**config.mk**
```make
export PLATFORM = sky130hd
export DESIGN_NAME = mem_access_ctrl_flat
export DESIGN_NICKNAME = d
export VERILOG_FILES = /design/src/rtl/mem_access_ctrl_if.sv /design/src/rtl/mem_access_ctrl.sv /design/src/flat_wrapper.sv
export SDC_FILE = /design/constraint.sdc
export NUM_CORES = 1
export LEC_CHECK = 0
export BUFFER_PORTS_ARGS = -buffer_cell sky130_fd_sc_hd__buf_4
export CAP_MARGIN = 15
export CELL_PAD_IN_SITES_DETAIL_PLACEMENT = 0
export CELL_PAD_IN_SITES_GLOBAL_PLACEMENT = 2
export CORE_ASPECT_RATIO = 0.9
export CORE_UTILIZATION = 24
export DETAILED_ROUTE_END_ITERATION = 8
export GPL_ROUTABILITY_DRIVEN = 0
export PLACE_DENSITY_LB_ADDON = 0.08
export SLEW_MARGIN = 15
export SYNTH_ARGS = -nofsm -noshare
export SYNTH_HDL_FRONTEND = slang
export SYNTH_SLANG_ARGS = --single-unit
```
**constraint.sdc**
```tcl
create_clock -name clk -period 1.9 [get_ports clk]
set_clock_uncertainty 0.2 [all_clocks]
set_input_delay 0.095 -clock clk [delete_from_list [all_inputs] [get_ports clk]]
set_output_delay 0.095 -clock clk [all_outputs]
set_load 0.05 [all_outputs]
```
**src/rtl/mem_access_ctrl_if.sv**
```systemverilog
// rtl/mem_access_ctrl_if.sv - request, response and word-memory bus of the sub-word access controller
interface mem_access_ctrl_if;
  logic        req_valid;
  logic        req_ready;
  logic        req_we;
  logic [31:0] req_addr;
  logic [31:0] req_wdata;
  logic [2:0]  req_funct3;
  logic        resp_valid;
  logic        resp_err;
  logic [31:0] resp_rdata;
  logic        mem_we;
  logic [31:0] mem_a;
  logic [31:0] mem_wd;
  logic [31:0] mem_rd;

  modport master (
    output req_valid, req_we, req_addr, req_wdata, req_funct3, mem_rd,
    input  req_ready, resp_valid, resp_err, resp_rdata, mem_we, mem_a, mem_wd
  );

  modport slave (
    input  req_valid, req_we, req_addr, req_wdata, req_funct3, mem_rd,
    output req_ready, resp_valid, resp_err, resp_rdata, mem_we, mem_a, mem_wd
  );
endinterface

```
**src/rtl/mem_access_ctrl.sv**
```systemverilog
// rtl/mem_access_ctrl.sv - byte/halfword/word load-store controller over a word-only synchronous memory
module mem_access_ctrl (
  input logic              clk,
  input logic              rst,
  mem_access_ctrl_if.slave bus
);

  typedef enum logic [2:0] {
    IDLE, LD_RD, LD_RESP, ST_WR, RMW_RD, RMW_WR, ERR
  } state_t;

  state_t      state;
  logic [31:0] addr_q;
  logic [31:0] wdata_q;
  logic [2:0]  funct3_q;

  logic        illegal;
  logic        misaligned;
  logic [7:0]  byte_lane;
  logic [15:0] half_lane;
  logic [31:0] load_data;
  logic [31:0] merged;
  logic        mem_we_w;

  always_comb begin
    illegal    = (bus.req_funct3 == 3'b011) || (bus.req_funct3 == 3'b110) ||
                 (bus.req_funct3 == 3'b111) || (bus.req_funct3[2] && bus.req_we);
    misaligned = ((bus.req_funct3[1:0] == 2'b01) && bus.req_addr[0]) ||
                 ((bus.req_funct3[1:0] == 2'b10) && (bus.req_addr[1:0] != 2'b00));
  end

  always_ff @(posedge clk) begin
    if (rst) begin
      state    <= IDLE;
      addr_q   <= 32'd0;
      wdata_q  <= 32'd0;
      funct3_q <= 3'd0;
    end else begin
      case (state)
        IDLE: begin
          if (bus.req_valid) begin
            addr_q   <= bus.req_addr;
            wdata_q  <= bus.req_wdata;
            funct3_q <= bus.req_funct3;
            if (illegal || misaligned)             state <= ERR;
            else if (!bus.req_we)                  state <= LD_RD;
            else if (bus.req_funct3[1:0] == 2'b10) state <= ST_WR;
            else                                   state <= RMW_RD;
          end
        end
        LD_RD:   state <= LD_RESP;
        RMW_RD:  state <= RMW_WR;
        default: state <= IDLE;
      endcase
    end
  end

  // Lane selection and merge both work on mem_rd, which is valid in LD_RESP / RMW_WR.
  always_comb begin
    case (addr_q[1:0])
      2'b00:   byte_lane = bus.mem_rd[7:0];
      2'b01:   byte_lane = bus.mem_rd[15:8];
      2'b10:   byte_lane = bus.mem_rd[23:16];
      default: byte_lane = bus.mem_rd[31:24];
    endcase
    half_lane = addr_q[1] ? bus.mem_rd[31:16] : bus.mem_rd[15:0];

    case (funct3_q)
      3'b000:  load_data = {{24{byte_lane[7]}}, byte_lane};
      3'b001:  load_data = {{16{half_lane[15]}}, half_lane};
      3'b100:  load_data = {24'd0, byte_lane};
      3'b101:  load_data = {16'd0, half_lane};
      default: load_data = bus.mem_rd;
    endcase

    merged = bus.mem_rd;
    if (!funct3_q[0]) begin
      case (addr_q[1:0])
        2'b00:   merged[7:0]   = wdata_q[7:0];
        2'b01:   merged[15:8]  = wdata_q[7:0];
        2'b10:   merged[23:16] = wdata_q[7:0];
        default: merged[31:24] = wdata_q[7:0];
      endcase
    end else if (addr_q[1]) begin
      merged[31:16] = wdata_q[15:0];
    end else begin
      merged[15:0] = wdata_q[15:0];
    end
  end

  // Reset gates the strobes combinationally so a reset cycle never writes or responds.
  assign mem_we_w       = !rst && ((state == ST_WR) || (state == RMW_WR));
  assign bus.req_ready  = (state == IDLE);
  assign bus.resp_valid = !rst && ((state == LD_RESP) || (state == ST_WR) ||
                                   (state == RMW_WR) || (state == ERR));
  assign bus.resp_err   = !rst && (state == ERR);
  assign bus.resp_rdata = (!rst && (state == LD_RESP)) ? load_data : 32'd0;
  assign bus.mem_we     = mem_we_w;
  assign bus.mem_a      = (state == IDLE) ? 32'd0 : {addr_q[31:2], 2'b00};
  assign bus.mem_wd     = !mem_we_w ? 32'd0 : ((state == ST_WR) ? wdata_q : merged);

endmodule

```
**src/flat_wrapper.sv**
```systemverilog
// flat-port wrapper written by rule: the top's interface ports become plain ports
module mem_access_ctrl_flat 
  (clk, rst, bus_req_valid, bus_req_we, bus_req_addr, bus_req_wdata, bus_req_funct3, bus_mem_rd, bus_req_ready, bus_resp_valid, bus_resp_err, bus_resp_rdata, bus_mem_we, bus_mem_a, bus_mem_wd);
  mem_access_ctrl_if bus_i ();
  input logic clk;
  input logic rst;
  input wire logic [$bits(bus_i.req_valid)-1:0] bus_req_valid;
  input wire logic [$bits(bus_i.req_we)-1:0] bus_req_we;
  input wire logic [$bits(bus_i.req_addr)-1:0] bus_req_addr;
  input wire logic [$bits(bus_i.req_wdata)-1:0] bus_req_wdata;
  input wire logic [$bits(bus_i.req_funct3)-1:0] bus_req_funct3;
  input wire logic [$bits(bus_i.mem_rd)-1:0] bus_mem_rd;
  output wire logic [$bits(bus_i.req_ready)-1:0] bus_req_ready;
  output wire logic [$bits(bus_i.resp_valid)-1:0] bus_resp_valid;
  output wire logic [$bits(bus_i.resp_err)-1:0] bus_resp_err;
  output wire logic [$bits(bus_i.resp_rdata)-1:0] bus_resp_rdata;
  output wire logic [$bits(bus_i.mem_we)-1:0] bus_mem_we;
  output wire logic [$bits(bus_i.mem_a)-1:0] bus_mem_a;
  output wire logic [$bits(bus_i.mem_wd)-1:0] bus_mem_wd;
  assign bus_i.req_valid = bus_req_valid;
  assign bus_i.req_we = bus_req_we;
  assign bus_i.req_addr = bus_req_addr;
  assign bus_i.req_wdata = bus_req_wdata;
  assign bus_i.req_funct3 = bus_req_funct3;
  assign bus_i.mem_rd = bus_mem_rd;
  assign bus_req_ready = bus_i.req_ready;
  assign bus_resp_valid = bus_i.resp_valid;
  assign bus_resp_err = bus_i.resp_err;
  assign bus_resp_rdata = bus_i.resp_rdata;
  assign bus_mem_we = bus_i.mem_we;
  assign bus_mem_a = bus_i.mem_a;
  assign bus_mem_wd = bus_i.mem_wd;
  mem_access_ctrl u_core (.clk(clk), .rst(rst), .bus(bus_i));
endmodule
```
==> flow_metrics.env, run 1 <==
export IMPL_place_hpwl_um=14200
export IMPL_port_buffers=200
export IMPL_wl_met2_um=9410
export IMPL_rsz0062_at_grt="yes"
export IMPL_status="complete, but fails checks"
export IMPL_viasPerCell=4.76
export IMPL_fin_util_pct=53.4
export IMPL_grt_max_degree=71
export IMPL_syn_cell_area_um2=4320
export IMPL_final_cell_mix="152 x nand2_1, 131 x buf_4, 97 x buf_6"
export IMPL_die_area_um2=18500
export IMPL_drt_first_pass_iters=4
export IMPL_numClockSinks=70
export IMPL_cts_root_buf="clkbuf_16"
export IMPL_setup_tns_final_ns=-17.13
export IMPL_final_cells=1138
export IMPL_worst_path_max_fanout=16
export IMPL_synth_distinct_cells=41
export IMPL_htree_levels=3
export IMPL_setup_viol=87
export IMPL_cpPeakStageDelay_ns=0.50
export IMPL_grt_usage_pct=21.6
export IMPL_synthCells=591
export IMPL_cts_max_path_buffers=2
export IMPL_drt_iter0_markers=336
export IMPL_clkLatencyLatePin_ns=0.34
export IMPL_critPathLaunchType="flop"
export IMPL_max_freq_ghz=0.446
export IMPL_synth_top_area_share_pct=32.5
export IMPL_met3WireLength_um=1110
export IMPL_antenna_left=0
export IMPL_via_count=5418
export IMPL_post_route_drc_count=0
export IMPL_powerDensity_nw_per_um2=611
export IMPL_cts_made_buffers=9
export IMPL_max_cap_violations=0
export IMPL_violations="negative setup slack"
export IMPL_pin_count=203
export IMPL_wl_met1_um=9360
export IMPL_r2r_slack_ns=0.10
export IMPL_grt_overflow=0
export IMPL_drt_total_wl_um=20200
export IMPL_routedWlPerCell_um=17.7
export IMPL_holdPathStages=2
export IMPL_period_share_pct=118
export IMPL_drv_slew=0
export IMPL_crit_family="multiplexers"
export IMPL_worst_ep_required_time_ns=1.60
export IMPL_start_util_pct=24.5
export IMPL_synth_largest_area_cell="dfxtp_1"
export IMPL_post_route_min_period_ns=2.24
export IMPL_leakage_nw=3.70
export IMPL_finalHoldViolations=0
export IMPL_ys_ff_latch=70
export IMPL_syn_area_per_cell_um2=7.31
export IMPL_crit_chain="inv_4 > mux4_2 > nor4b_4 > buf_12 > a21o_2 > buf_6"
export IMPL_synthArstFlopShare_pct=0
export IMPL_area_growth_pct=118
export IMPL_die_x_um=143
export IMPL_hp_class="flop to flop"
export IMPL_ys_seq_area_share_pct=32.5
export IMPL_layout_drive_gt1_share_pct=50.6
export IMPL_cp_end_kind="output pin"
export IMPL_final_common_cell="nand2_1"
export IMPL_core_um2=17600
export IMPL_r2r_worst_path_cells=8
export IMPL_antenna_found_initial=0
export IMPL_rr_endpoint="u_core.wdata_q[30]"
export IMPL_n_antenna_cell=0
export IMPL_crit_arrival_ns=1.95
export IMPL_holdPathEnd="u_core.addr_q[16]"
export IMPL_ys_top_cells_by_area="dfxtp_1 32%, nand2_1 14%, a21oi_1 11%"
export IMPL_nNetsFinal=996
export IMPL_ir_drop_uv=479
export IMPL_cts_tree="built"
export IMPL_ys_dominant_reg_cell="dfxtp_1"
export IMPL_worst_path_buf_inv=3
export IMPL_relSlewSlack_pct=46.9
export IMPL_dp_cells=1025
export IMPL_grt_pass1_wl_um=30100
export IMPL_hold_start="u_core.addr_q[16]"
export IMPL_die_y_um=129
export IMPL_path_class="flop to output pin"
export IMPL_grt_pass1_vias=5342
export IMPL_crit_slowest_cell="mux4_2"
export IMPL_yosys_warnings=0
export IMPL_setup_ws_ns=-0.340
export IMPL_clk_pin_slew_ns=0.06
export IMPL_top_layer_used="met4"
export IMPL_reg2reg_from="u_core.state[2]"
export IMPL_num_rows=46
export IMPL_tightest_slew_ns=0.797
export IMPL_synth_edff_count=0
worst reg2reg max path: cells and delay by family, from the launching register on:
kind	cells	cell delay (ns)
DFF	1	0.36
and+or+nand+nor	3	0.39
AOI/OAI and AO/OA	1	0.07
buffers and inverters	4	0.61
logic make-up (layout without fill, tap and decap cells):
| family | count (synthesis) | in the layout | share of synthesized area [%] |
|---|---|---|---|
| XOR/XNOR | 2 | 2 | 0.406 |
| flip-flops | 70 | 70 | 32.5 |
| buffers and inverters | 59 | 365 | 6.49 |
| AND/OR/NAND/NOR | 243 | 243 | 25.5 |
| AO/OA/AOI/OAI | 190 | 190 | 28.2 |
| multiplexers | 26 | 26 | 6.90 |
| other | 1 | 2 | 0.0868 |
through the flow:
step / hold WS, ns / area, um2 / total power, mW / worst slack, ns
after global routing: 0.272 / 9410 / 6.00 / -0.418
after CTS: 0.250 / 8960 / 5.62 / -0.352
final: 0.247 / 9410 / 5.74 / -0.340
after floorplan: 0.0310 / 4750 / 2.66 / -0.201
after detailed placement: 0.152 / 6700 / 3.27 / -0.209
after global placement: 0.140 / 6700 / 3.26 / -0.160
routing by layer:
| layer | vias up | track usage (%) |
|---|---|---|
| met1 | 2590 | 29.6 |
| met3 | 21 | 4.51 |
| met5 | - | 0 |
| li1 | 2660 | - |
| met4 | 0 | 6.13 |
| met2 | 147 | 34.0 |
sequential cells by signal, summed over array words and instances (netlist names):
signal	cells
u_core.wdata_q	32
u_core.funct3_q	3
u_core.addr_q	32
u_core.state	3
Yosys cell counts (8+ instances only):
cell type,number
buf_2,8
o21ai_0,18
nand2b_1,10
nand2_1,157
nand3_1,10
o211a_1,8
nor2b_1,30
mux2i_1,23
a221oi_1,8
o21bai_1,8
a21o_1,16
o221a_2,8
o31a_1,8
clkbuf_1,31
dfxtp_1,70
o22ai_1,8
nor2_1,21
a21oi_1,97
worst max path at each step:
stage,startpoint,to,slack [ns],depth (start not counted)
6_report,u_core.addr_q[1],bus_resp_rdata[19],-0.34,6
5_1_grt,u_core.addr_q[1],bus_resp_rdata[14],-0.42,5
4_1_cts,u_core.state[1],bus_resp_rdata[19],-0.35,6
3_5_place_dp,u_core.addr_q[1],bus_mem_wd[15],-0.21,5
3_3_place_gp,u_core.addr_q[1],bus_mem_wd[15],-0.16,5
2_1_floorplan,u_core.addr_q[1],bus_mem_wd[2],-0.20,5
what timing repair did:
item                                    4_1_cts  5_1_grt
gates cloned                                  9        0
hold buffers                                 69        0
resized for setup                           248       76
endpoints found under the hold margin        70        0
endpoints found under the setup margin       96      135
setup buffers                                11       13
pin swaps                                    16       25
power breakdown:
part | total, mW | switching, mW | internal (mW)
sequential | 1.72 | 0.131 | 1.58
clock | 1.85 | 0.690 | 1.16
combinational | 2.18 | 1.14 | 1.03
final cells by class:
cell class / instances / area (um2)
clock inverters: 6 / 93.8
fillers: 1685 / 8210
well taps: 240 / 300
repair buffers: 342 / 3580
flip-flops and latches: 70 / 1430
multi-input cells: 463 / 3730
inverters: 6 / 37.5
repair inverters: 1 / 7.51
clock buffers: 10 / 229
Power figures use the tool's default switching activity.
==> inputs of run 2 (changes only) <==
Settings changed: CTS_CLUSTER_DIAMETER from default to 50, SKIP_CTS_REPAIR_TIMING from default to 1.
==> run 2 against run 1 <==
The flow still finishes with violations (negative setup slack); combinational power is 4% lower; count of clock-buffer cells in the layout stayed put; total power is 1.7% lower; sequential power hardly changed; critical endpoint is now bus_resp_rdata[10]; largest cell class unchanged; largest power group unchanged.
==> flow_metrics.env, run 2 (synthesis results as in run 1) <==
export IMPL_powerDensity_nw_per_um2=611
export IMPL_numClockSinks=70
export IMPL_pwr_share_clk_pct=32.6
export IMPL_crit_arrival_ns=1.96
export IMPL_final_cells=1134
export IMPL_status="complete, but fails checks"
export IMPL_rr_endpoint="u_core.wdata_q[17]"
export IMPL_worst_path_max_fanout=8
export IMPL_clk_pin_slew_ns=0.06
export IMPL_cp_end_kind="output pin"
export IMPL_cts_tree="built"
export IMPL_max_freq_ghz=0.444
export IMPL_nNetsFinal=992
export IMPL_via_count=5376
export IMPL_start_util_pct=24.5
export IMPL_r2r_slack_ns=0.11
export IMPL_dp_cells=1025
export IMPL_multi_input_area_um2=3690
export IMPL_port_buffers=200
export IMPL_grt_max_degree=71
export IMPL_die_y_um=129
export IMPL_hp_class="flop to flop"
export IMPL_holdPathEnd="u_core.addr_q[16]"
export IMPL_violations="negative setup slack"
export IMPL_num_rows=46
export IMPL_seqPwrFrac_pct=30.3
export IMPL_fin_util_pct=52.5
export IMPL_crit_slowest_cell="mux4_2"
export IMPL_die_x_um=143
export IMPL_tightest_slew_ns=0.793
export IMPL_grt_pass1_vias=4731
export IMPL_fin_area_um2=9250
export IMPL_cts_root_buf="clkbuf_16"
export IMPL_largest_registers="u_core.addr_q x32, u_core.wdata_q x32"
export IMPL_antenna_found_initial=0
export IMPL_viasPerCell=4.74
export IMPL_final_common_cell="nand2_1"
export IMPL_regArea_um2=1430
export IMPL_setup_ws_ns=-0.353
export IMPL_period_share_pct=119
export IMPL_area_growth_pct=114
export IMPL_r2r_worst_path_cells=8
export IMPL_total_power_mw=5.64
export IMPL_setup_viol=65
export IMPL_final_cell_mix="147 x nand2_1, 133 x buf_4, 96 x buf_6"
export IMPL_rsz0062_at_grt="yes"
export IMPL_post_route_min_period_ns=2.25
export IMPL_clkLatencyLatePin_ns=0.34
export IMPL_power_share_switching_pct=34.2
export IMPL_routedWlPerCell_um=17.5
export IMPL_drt_total_wl_um=19800
export IMPL_hold_ws_ns=0.248
export IMPL_setup_tns_final_ns=-14.32
export IMPL_path_class="flop to output pin"
export IMPL_grt_overflow=0
export IMPL_cpPeakStageDelay_ns=0.53
export IMPL_reg2reg_from="u_core.state[0]"
export IMPL_core_um2=17600
export IMPL_post_route_drc_count=0
export IMPL_hold_start="u_core.addr_q[16]"
export IMPL_die_area_um2=18500
export IMPL_cts_max_path_buffers=2
export IMPL_placed_cell_area_um2=6700
export IMPL_finalHoldViolations=0
export IMPL_pin_count=203
export IMPL_crit_chain="mux4_2 > a211oi_4 > nor2_4 > o211a_4 > buf_8"
export IMPL_fill_cells=1701
export IMPL_p_comb_share_pct=37.0
export IMPL_drt_first_pass_iters=4
export IMPL_drv_slew=0
export IMPL_place_hpwl_um=14200
export IMPL_grt_usage_pct=19.4
export IMPL_critPathLaunchType="flop"
export IMPL_layout_drive_gt1_share_pct=50.8
export IMPL_n_antenna_cell=0
export IMPL_preCtsSetupSlack_ns=-0.209
export IMPL_max_cap_violations=0
export IMPL_cts_made_buffers=9
export IMPL_intPower_mw=3.72
export IMPL_htree_levels=3
export IMPL_relSlewSlack_pct=47.2
export IMPL_holdPathStages=2
export IMPL_grt_pass1_wl_um=26800
export IMPL_drt_iter0_markers=280
export IMPL_worst_ep_required_time_ns=1.60
export IMPL_ir_drop_uv=474
export IMPL_leakage_nw=3.64
export IMPL_p_switching_mw=1.93
export IMPL_antenna_left=0
## run 2: cell types whose count changed in the layout (fill, tap and decap cells not counted), moves of 3 or more
cell       change
o221a_2        +3
a221oi_4       -4
o21ai_2        +4
a221oi_2       +4
nor2b_2        -9
nor2b_4        +8
o221a_4        -3
o21ai_4        -4
buf_16         -5
clkbuf_16      +5
nand2_2        +5
nand2_1        -5
## run 2: worst max path at each step
stage | start | endpoint | slack [ns] | cells past startpoint
finish | u_core.addr_q[1] | bus_resp_rdata[10] | -0.35 | 5
global route | u_core.addr_q[1] | bus_resp_rdata[14] | -0.42 | 5
CTS | u_core.addr_q[1] | bus_mem_wd[15] | -0.58 | 5
detailed placement | u_core.addr_q[1] | bus_mem_wd[15] | -0.21 | 5
global placement | u_core.addr_q[1] | bus_mem_wd[15] | -0.16 | 5
floorplan | u_core.addr_q[1] | bus_mem_wd[2] | -0.20 | 5
## run 2: power by group through the flow
| stage | clock (mW) | combinational (mW) | sequential [mW] |
|---|---|---|---|
| floorplan | 0 | 0.989 | 1.67 |
| global placement | 0 | 1.54 | 1.72 |
| detailed placement | 0 | 1.55 | 1.72 |
| CTS | 1.90 | 1.56 | 1.69 |
| global route | 1.96 | 2.22 | 1.73 |
| finish | 1.84 | 2.09 | 1.71 |
## run 2: worst max-delay path: cells and delay by family (launching register included)
family / cells / cell delay (ns)
DFF: 1 / 0.38
buffers and inverters: 1 / 0.15
and+or+nand+nor: 1 / 0.13
muxes: 1 / 0.53
AOI/OAI and AO/OA: 2 / 0.43
## run 2: final cells by class
type | instances | share of cell area [%]
Timing Repair inverter | 1 | 0.0812
Timing Repair Buffer | 338 | 37.5
Sequential cell | 70 | 15.4
Tap cell | 240 | 3.25
Inverter | 6 | 0.406
Clock buffer | 10 | 2.48
Clock inverter | 6 | 1.02
Multi-Input combinational cell | 463 | 39.9
## run 2: routing by layer
layer	GRT usage (%)	part of all wire [%]	vias up
met5	0	0	-
li1	-	-	2660
met1	27.2	46	2543
met2	29.8	47	164
met3	4.07	6.0	9
met4	5.57	0.70	0
==> inputs of run 3 (changes only) <==
Settings changed: REMOVE_ABC_BUFFERS from default to 1.
==> run 3 against run 2 <==
The run still ends with negative setup slack left; wire length is 1.4% higher; non-clock buffer count fell by 6; critical path depth grew 1; count of clock-buffer cells in the layout up 1; design area is 13% lower; sequential share of layout area increased by 2.2 points; critical endpoint is now bus_resp_rdata[27]; largest cell class is now buffers.
==> flow_metrics.env, run 3 (synthesis results as in run 1) <==
export IMPL_status="complete, but fails checks"
export IMPL_violations="negative setup slack"
export IMPL_start_util_pct=24.5
export IMPL_die_y_um=129
export IMPL_n_antenna_cell=0
export IMPL_die_x_um=143
export IMPL_preCtsSetupSlack_ns=-0.157
export IMPL_area_growth_pct=86.8
export IMPL_die_area_um2=18500
export IMPL_ir_drop_uv=430
export IMPL_path_class="flop to output pin"
export IMPL_cts_made_buffers=9
export IMPL_core_um2=17600
export IMPL_pin_count=203
export IMPL_grt_pass1_wl_um=27600
export IMPL_post_route_drc_count=0
export IMPL_antenna_found_initial=0
export IMPL_cts_max_path_buffers=2
export IMPL_reg2reg_from="u_core.state[1]"
export IMPL_drt_iter0_markers=215
export IMPL_setup_ws_ns=-0.411
export IMPL_holdPathStages=2
export IMPL_max_freq_ghz=0.433
export IMPL_drv_slew=0
export IMPL_final_common_cell="buf_4"
export IMPL_layout_drive_gt1_share_pct=37.9
export IMPL_antenna_left=0
export IMPL_via_count=5357
export IMPL_hold_start="u_core.addr_q[11]"
export IMPL_cp_end_kind="output pin"
export IMPL_max_cap_violations=0
export IMPL_largest_registers="u_core.addr_q x32, u_core.wdata_q x32"
export IMPL_worst_ep_required_time_ns=1.60
export IMPL_routedWlPerCell_um=17.9
export IMPL_tightest_slew_ns=0.830
export IMPL_rsz0062_at_grt="yes"
export IMPL_total_power_mw=5.54
export IMPL_port_buffers=200
export IMPL_crit_arrival_ns=2.02
export IMPL_grt_pass1_vias=4727
export IMPL_rr_endpoint="u_core.addr_q[25]"
export IMPL_place_hpwl_um=13800
export IMPL_grt_max_degree=71
export IMPL_num_rows=46
export IMPL_leakage_nw=3.60
export IMPL_htree_levels=3
export IMPL_holdPathEnd="u_core.addr_q[11]"
export IMPL_nNetsFinal=985
export IMPL_relSlewSlack_pct=44.7
export IMPL_drt_total_wl_um=20100
export IMPL_clk_pin_slew_ns=0.06
export IMPL_drt_first_pass_iters=5
export IMPL_viasPerCell=4.75
export IMPL_final_cell_mix="162 x buf_4, 150 x nand2_1, 94 x a21oi_1"
export IMPL_worst_path_max_fanout=4
export IMPL_hp_class="flop to flop"
export IMPL_setup_viol=94
export IMPL_cts_root_buf="clkbuf_16"
export IMPL_post_route_min_period_ns=2.31
export IMPL_grt_usage_pct=20.1
export IMPL_r2r_worst_path_cells=7
export IMPL_finalHoldViolations=0
export IMPL_period_share_pct=122
export IMPL_r2r_slack_ns=0.07
export IMPL_critPathLaunchType="flop"
export IMPL_numClockSinks=70
export IMPL_grt_overflow=0
export IMPL_powerDensity_nw_per_um2=686
export IMPL_cts_tree="built"
export IMPL_clkLatencyLatePin_ns=0.34
[run 3: worst max-delay path, stage by stage, from the launching register on]
cell      delay (ns)
dfxtp_4         0.37
nand2b_4        0.05
or3_4           0.36
nor4b_4         0.36
buf_4           0.21
a21o_1          0.13
buf_6           0.17
[run 3: metrics by stage]
stage | std cells | instance area, um2 | utilization (%) | setup TNS [ns] | hold WS, ns
after floorplan | 539 | 4060 | - | -192.67 | -0.0359
after global placement | 1029 | 6330 | 36.0 | -3.31 | 0.143
after detailed placement | 1029 | 6330 | 36.0 | -4.66 | 0.152
after CTS | 1045 | 6670 | 37.9 | -32.96 | -0.219
after global routing | 1127 | 8070 | 45.8 | -22.87 | 0.271
final | 1127 | 8070 | 45.8 | -16.34 | 0.248
[run 3: area by class of cell]
class                      instances  area [um2]
timing repair buffer             332        3180
clock buffer                      11         233
inverter                           6        27.5
multi-input combinational        463        2800
sequential                        70        1420
tap                              240         300
clock inverter                     5         108
fill                            1819        9550
[run 3: how the worst max path moves through the flow]
stage	start	endpoint	slack (ns)	cells past startpoint
3_3_place_gp	u_core.state[1]	bus_mem_wd[15]	-0.12	5
3_5_place_dp	u_core.addr_q[1]	bus_resp_rdata[11]	-0.16	6
2_1_floorplan	u_core.state[2]	u_core.addr_q[0]	-1.81	4
6_report	u_core.state[1]	bus_resp_rdata[27]	-0.41	6
4_1_cts	u_core.addr_q[1]	bus_resp_rdata[11]	-0.54	6
5_1_grt	u_core.state[1]	bus_resp_rdata[27]	-0.49	6
[run 3: power breakdown]
group	total [mW]	internal (mW)	switching, mW	leakage (nW)
registers	1.69	1.59	0.101	0.578
logic	1.86	0.856	1.01	2.86
clock network	1.99	1.29	0.698	0.164
total	5.54	3.73	1.80	3.60
[run 3: routing by layer]
metal  share of wire [%]  global-route usage, %
met2                  48                   32.3
met5                   0                      0
met4                 1.7                   7.07
met3                 4.6                   5.14
met1                  46                   26.1
